**src/rtl/vm_word_unpacker.sv**
```systemverilog
// Word-to-byte unpacker: buffers packed {first, second} words in a small FIFO and
// replays each word as two bytes, high byte first, on a valid/ready byte stream.
module vm_word_unpacker #(
   parameter int DEPTH  = 4,
   parameter int BYTE_W = 8
) (
   input  logic                       clk,
   input  logic                       rst,
   input  logic                       in_valid,
   output logic                       in_ready,
   input  logic [2*BYTE_W-1:0]        in_word,
   output logic                       out_valid,
   input  logic                       out_ready,
   output logic [BYTE_W-1:0]          out_byte,
   output logic                       out_last,
   output logic [$clog2(DEPTH+1)-1:0] fill_level,
   output logic [15:0]                words_done
);

   localparam int AW = $clog2(DEPTH);
   localparam int CW = $clog2(DEPTH+1);
   localparam int WW = 2*BYTE_W;

   typedef enum logic [1:0] {EMPTY, SEND_HI, SEND_LO} state_t;

   logic [WW-1:0] mem [DEPTH];
   logic [AW-1:0] wr_ptr_reg;
   logic [AW-1:0] rd_ptr_reg;
   logic [CW-1:0] count_reg;
   state_t        state_reg;
   logic [WW-1:0] hold_reg;
   logic          out_valid_reg;
   logic [BYTE_W-1:0] out_byte_reg;
   logic          out_last_reg;
   logic [15:0]   words_done_reg;

   logic          push;
   logic          pop;
   logic          have_word;
   logic [WW-1:0] head;

   // Readiness depends only on the registered count, never on out_ready.
   assign in_ready  = (count_reg != CW'(DEPTH));
   assign push      = in_valid && in_ready;
   assign have_word = (count_reg != '0);
   assign pop       = have_word &&
                      ((state_reg == EMPTY) || ((state_reg == SEND_LO) && out_ready));
   assign head      = mem[rd_ptr_reg];

   assign out_valid  = out_valid_reg;
   assign out_byte   = out_byte_reg;
   assign out_last   = out_last_reg;
   assign fill_level = count_reg;
   assign words_done = words_done_reg;

   // Storage array carries no reset so it maps onto plain RAM.
   always_ff @(posedge clk) begin
      if (push) begin
         mem[wr_ptr_reg] <= in_word;
      end
   end

   always_ff @(posedge clk) begin
      if (rst) begin
         wr_ptr_reg <= '0;
         rd_ptr_reg <= '0;
         count_reg  <= '0;
      end else begin
         if (push) begin
            wr_ptr_reg <= wr_ptr_reg + 1'b1;
         end
         if (pop) begin
            rd_ptr_reg <= rd_ptr_reg + 1'b1;
         end
         case ({push, pop})
            2'b10:   count_reg <= count_reg + 1'b1;
            2'b01:   count_reg <= count_reg - 1'b1;
            default: count_reg <= count_reg;
         endcase
      end
   end

   always_ff @(posedge clk) begin
      if (rst) begin
         state_reg      <= EMPTY;
         hold_reg       <= '0;
         out_valid_reg  <= 1'b0;
         out_byte_reg   <= '0;
         out_last_reg   <= 1'b0;
         words_done_reg <= '0;
      end else begin
         case (state_reg)
            EMPTY: begin
               if (have_word) begin
                  hold_reg      <= head;
                  out_valid_reg <= 1'b1;
                  out_byte_reg  <= head[WW-1:BYTE_W];
                  out_last_reg  <= 1'b0;
                  state_reg     <= SEND_HI;
               end
            end
            SEND_HI: begin
               if (out_ready) begin
                  out_byte_reg <= hold_reg[BYTE_W-1:0];
                  out_last_reg <= 1'b1;
                  state_reg    <= SEND_LO;
               end
            end
            SEND_LO: begin
               if (out_ready) begin
                  words_done_reg <= words_done_reg + 16'd1;
                  // Chain straight into the next word so the stream has no bubble.
                  if (have_word) begin
                     hold_reg      <= head;
                     out_byte_reg  <= head[WW-1:BYTE_W];
                     out_last_reg  <= 1'b0;
                     state_reg     <= SEND_HI;
                  end else begin
                     out_valid_reg <= 1'b0;
                     state_reg     <= EMPTY;
                  end
               end
            end
            default: begin
               out_valid_reg <= 1'b0;
               state_reg     <= EMPTY;
            end
         endcase
      end
   end

endmodule

```
**config.mk**
```make
export PLATFORM = sky130hd
export DESIGN_NAME = vm_word_unpacker
export DESIGN_NICKNAME = d
export VERILOG_FILES = /design/src/rtl/vm_word_unpacker.sv
export SDC_FILE = /design/constraint.sdc
export NUM_CORES = 1
export LEC_CHECK = 0
export CAP_MARGIN = 40
export CORE_MARGIN = 4
export CORE_UTILIZATION = 48
export CTS_CLUSTER_DIAMETER = 40
export CTS_CLUSTER_SIZE = 20
export DETAILED_ROUTE_END_ITERATION = 10
export GPL_TIMING_DRIVEN = 1
export PLACE_DENSITY = 0.67
export SYNTH_ARGS = -nofsm -noshare
export SYNTH_HDL_FRONTEND = slang
export SYNTH_SLANG_ARGS = --single-unit
```
**constraint.sdc**
```tcl
create_clock -name clk -period 2.85 [get_ports clk]
set_input_delay 0.57 -clock clk [delete_from_list [all_inputs] [get_ports clk]]
set_output_delay 0.57 -clock clk [all_outputs]
set_load 0.05 [all_outputs]
```
==> out/results.env <==
PRE_CTS_SLACK_NS=0.001162
PLACE_CONGESTION=0.7647
YS_WARN_COUNT=0
CLOCKBUFFERDEPTH=2
DIE-HEIGHT_UM=103.4
WORST_SLACK_NS=0.3719
POSTSYNTHCELLCOUNT=336
DRT_DRC_VIOLATIONS_LEFT=0
NUM_VIAS=2725
CTS.HOLD.BUFFERS_ADDED=0
ANTENNA_FOUND_INITIAL=0
CRIT_REQUIRED_NS=2.28
MAX_FREQ_GHz=0.4035
INITIAL_CORE_UTIL=0.4966
CLOCK_LATENCY_NS=0.37
RESULT_OF_THE_RUN='finished, final reports clean'
RSZ0062_AT_GRT='false'
IR_WORST_VDD_mV=0.4024
TIMING_MAX_TRANSITION_VIOLATIONS_FINAL=0
POSTCTSRESIZEDCELLS=0
CTS_TREE='yes'
ROUTE.ANTENNA.REMAINING_NETS=0
FINISH.UTILIZATION=0.5941
NUMBER_OF_ANTENNA_DIODES=0
CTS_SETUP_BUFFERS=0
SETUP.WORST_PATH.END_CLASS='output port'
NUM-FILL-CELLS=714
HPWL_UM=5377
FIRST_GLOBAL_VIAS=2637
PORTBUFFERS=49
VIASPERCELL=5.396
MAX_SLEW.WORST_PIN.SLEW_NS=0.7040
PATH_CLK_SLEW_NS=0.10
GLOBALROUTETOTALUTIL=0.1621
TIMING.HOLD.WS_NS=0.4658
OVERALL_POWER_OF_THE_COMPLETED_LAYOUT_mW=4.543
SYNTHARSTFLOPSHARE=0
FLOORPLAN.DIE.WIDTH_UM=103.4
OVERALL_ROUTED_NET_LENGTH_UM=7929
CTS.SINKS=109
FLIP_FLOP_COUNT_OF_THE_LARGEST_REGISTER_AFTER_LAYOUT=64
DRIVE_ABOVE_1_SHARE=0.1108
SYNTHESIS.AREA_PER_INSTANCE_UM2=13.01
POST_DRT_WL_PER_CELL_UM=15.70
TIMING_HOLD_VIOLATIONS_FINAL=0
MIN_PERIOD_OVER_PERIOD=0.8695
POWER_DENSITY_nW_PER_UM2=868.4
YOSYS_REGISTER_BITS=109
CRITICAL_PATH_MAXIMUM_FANOUT=6
POSTSYNTH.TOPFLOPCELL='sky130_fd_sc_hd__edfxtp_1'
MAXCAPVIOLCOUNT=0
FINISH.NET_COUNT=419
WORST-SETUP-PATH-TYPE='flip-flop to output port'
YOSYSTOPAREACELLSHARE=0.4395
STD_CELL_ROWS=34
FLOORPLAN.DIE_AREA_UM2=10700
SYNTH_SEQ_AREA_SHARE=0.6455
LARGEST_NET_DEGREE_AT_THE_START_OF_GLOBAL_ROUTING=40
CRIT_ARRIVAL_NS=1.91
CTS_BUFFERS=9
SYNTH_TOP_CELLS_BY_COUNT='64 x sky130_fd_sc_hd__edfxtp_1, 45 x sky130_fd_sc_hd__dfxtp_1, 25 x sky130_fd_sc_hd__nor2_1, 23 x sky130_fd_sc_hd__nand2_1, 21 x sky130_fd_sc_hd__a21oi_1'
IO_PINS=50
DR.PASS1.ITERS=4
SLEW_HEADROOM=0.5300
WORST_CASE_CLOCK_SKEW_NS=0.01068
ROOT_BUFFER='sky130_fd_sc_hd__clkbuf_8'
MIN-DELAY-PATH-CLASS='flip-flop to flip-flop'
WORST_SETUP_PATH_START_KIND='flip-flop'
INITIALDRTVIOLATIONCOUNT=74
SETUP-VIOLATIONS-FINAL=0
FINALSETUPTNS_NS=0
SYNTH_ENABLE_FLOP_CELLS=64
POSTSYNTHNETCOUNT=363
GLOBALROUTEOVERFLOWTOTAL=0
LAYOUT_MIN_CYCLE_TIME_NS=2.478
SYNTH_CELL_TYPES=40
YOSYS.CELL_COUNT.TOP_TYPE='sky130_fd_sc_hd__edfxtp_1'
CTS.HTREE.LEVELS=3
CORE_AREA_UM2=8806
GRT_FIRST_PASS_WIRELENGTH_UM=13030
POWER.LEAKAGE_nW=1.753
SYNTH_TOP_CELL_BY_AREA='sky130_fd_sc_hd__edfxtp_1'
SYNTH.TOP_CELLS.BY_AREA='sky130_fd_sc_hd__edfxtp_1 44%, sky130_fd_sc_hd__dfxtp_1 21%, sky130_fd_sc_hd__mux4_2 4.1%, sky130_fd_sc_hd__mux2i_1 3.9%, sky130_fd_sc_hd__a211oi_1 2.7%'
POST_SYNTH_INSTANCE_AREA_UM2=4373
SYN_TO_FINAL_GROWTH_PCT=19.63
-- power breakdown --
part	internal (mW)	switching [mW]	leakage (nW)
Clock	0.345	0.540	0.0970
Combinational	0.646	0.909	0.701
Sequential	1.92	0.187	0.955
Total	2.91	1.64	1.75
-- through the flow --
step | area [µm²] | instances
after floorplan | 4374 | 336
after global placement | 5027 | 488
after detailed placement | 5035 | 489
after CTS | 5231 | 505
after global routing | 5231 | 505
final | 5231 | 505
-- placed cells by master (no fill, tap or decap), types with 2 or more instances in the layout --
cell type                         count
sky130_fd_sc_hd__edfxtp_1            64
sky130_fd_sc_hd__clkdlybuf4s50_1     49
sky130_fd_sc_hd__dfxtp_1             44
sky130_fd_sc_hd__nor2_1              25
sky130_fd_sc_hd__nand2_1             23
sky130_fd_sc_hd__a21oi_1             21
sky130_fd_sc_hd__mux2i_1             17
sky130_fd_sc_hd__a211oi_1            16
sky130_fd_sc_hd__buf_4               13
sky130_fd_sc_hd__nor3_1              10
sky130_fd_sc_hd__clkbuf_8             9
sky130_fd_sc_hd__inv_1                8
sky130_fd_sc_hd__xnor2_1              8
sky130_fd_sc_hd__nor3b_1              8
sky130_fd_sc_hd__mux4_2               8
sky130_fd_sc_hd__or3_1                7
sky130_fd_sc_hd__o21ai_0              6
sky130_fd_sc_hd__ha_1                 6
sky130_fd_sc_hd__and3_1               5
sky130_fd_sc_hd__nand3_1              5
sky130_fd_sc_hd__xor2_1               5
sky130_fd_sc_hd__nand4_1              4
sky130_fd_sc_hd__nor2b_1              3
sky130_fd_sc_hd__or4_1                3
sky130_fd_sc_hd__and2_1               2
sky130_fd_sc_hd__nand3b_1             2
sky130_fd_sc_hd__nand2b_1             2
sky130_fd_sc_hd__o31ai_1              2
sky130_fd_sc_hd__nor4b_1              2
sky130_fd_sc_hd__inv_6                2
sky130_fd_sc_hd__inv_8                2
-- cell families after synthesis --
kind of cell | Yosys count | synth area share
simple gates | 108 | 0.1336
flops | 109 | 0.6455
buf+inv | 27 | 0.02661
compound gates | 47 | 0.06638
xor+xnor | 13 | 0.02604
fa+ha+maj | 7 | 0.02175
mux | 25 | 0.08011
-- per-layer routing --
metal / vias up / part of all wire / GRT usage / wire, µm
li1: 1345 / - / - / -
met1: 1335 / 0.44 / 0.2046 / 3452
met2: 41 / 0.52 / 0.2770 / 4103
met3: 4 / 0.041 / 0.04829 / 324
met4: 0 / 0.0061 / 0.03586 / 48
met5: - / 0 / 0 / 0
-- critical path: stages (launching register included) --
cell                              delay, ns
sky130_fd_sc_hd__dfxtp_1               0.36
sky130_fd_sc_hd__or3b_1                0.46
sky130_fd_sc_hd__clkdlybuf4s50_1       0.73
-- final timing paths --
kind / startpoint / end / slack (ns) / cells past startpoint
worst max-delay path: fill_level[0] / in_ready / 0.37 / 2
worst min-delay path: hold_reg[3] / hold_reg[3] / 0.47 / 2
worst max register to register: fill_level[0] / fill_level[2] / 0.42 / 9
worst min register to register: hold_reg[3] / hold_reg[3] / 0.47 / 2
-- area by class of cell --
type	instances	area (µm²)	area share
clock inverters	7	72.57	0.01387
clock buffers	9	123.9	0.02368
repair buffers	63	608.1	0.1162
inverters	9	33.78	0.006458
well taps	108	135.1	0.02583
flip-flops and latches	109	2824	0.5398
multi-input cells	200	1434	0.2741
(Power assumes the default switching activity.)
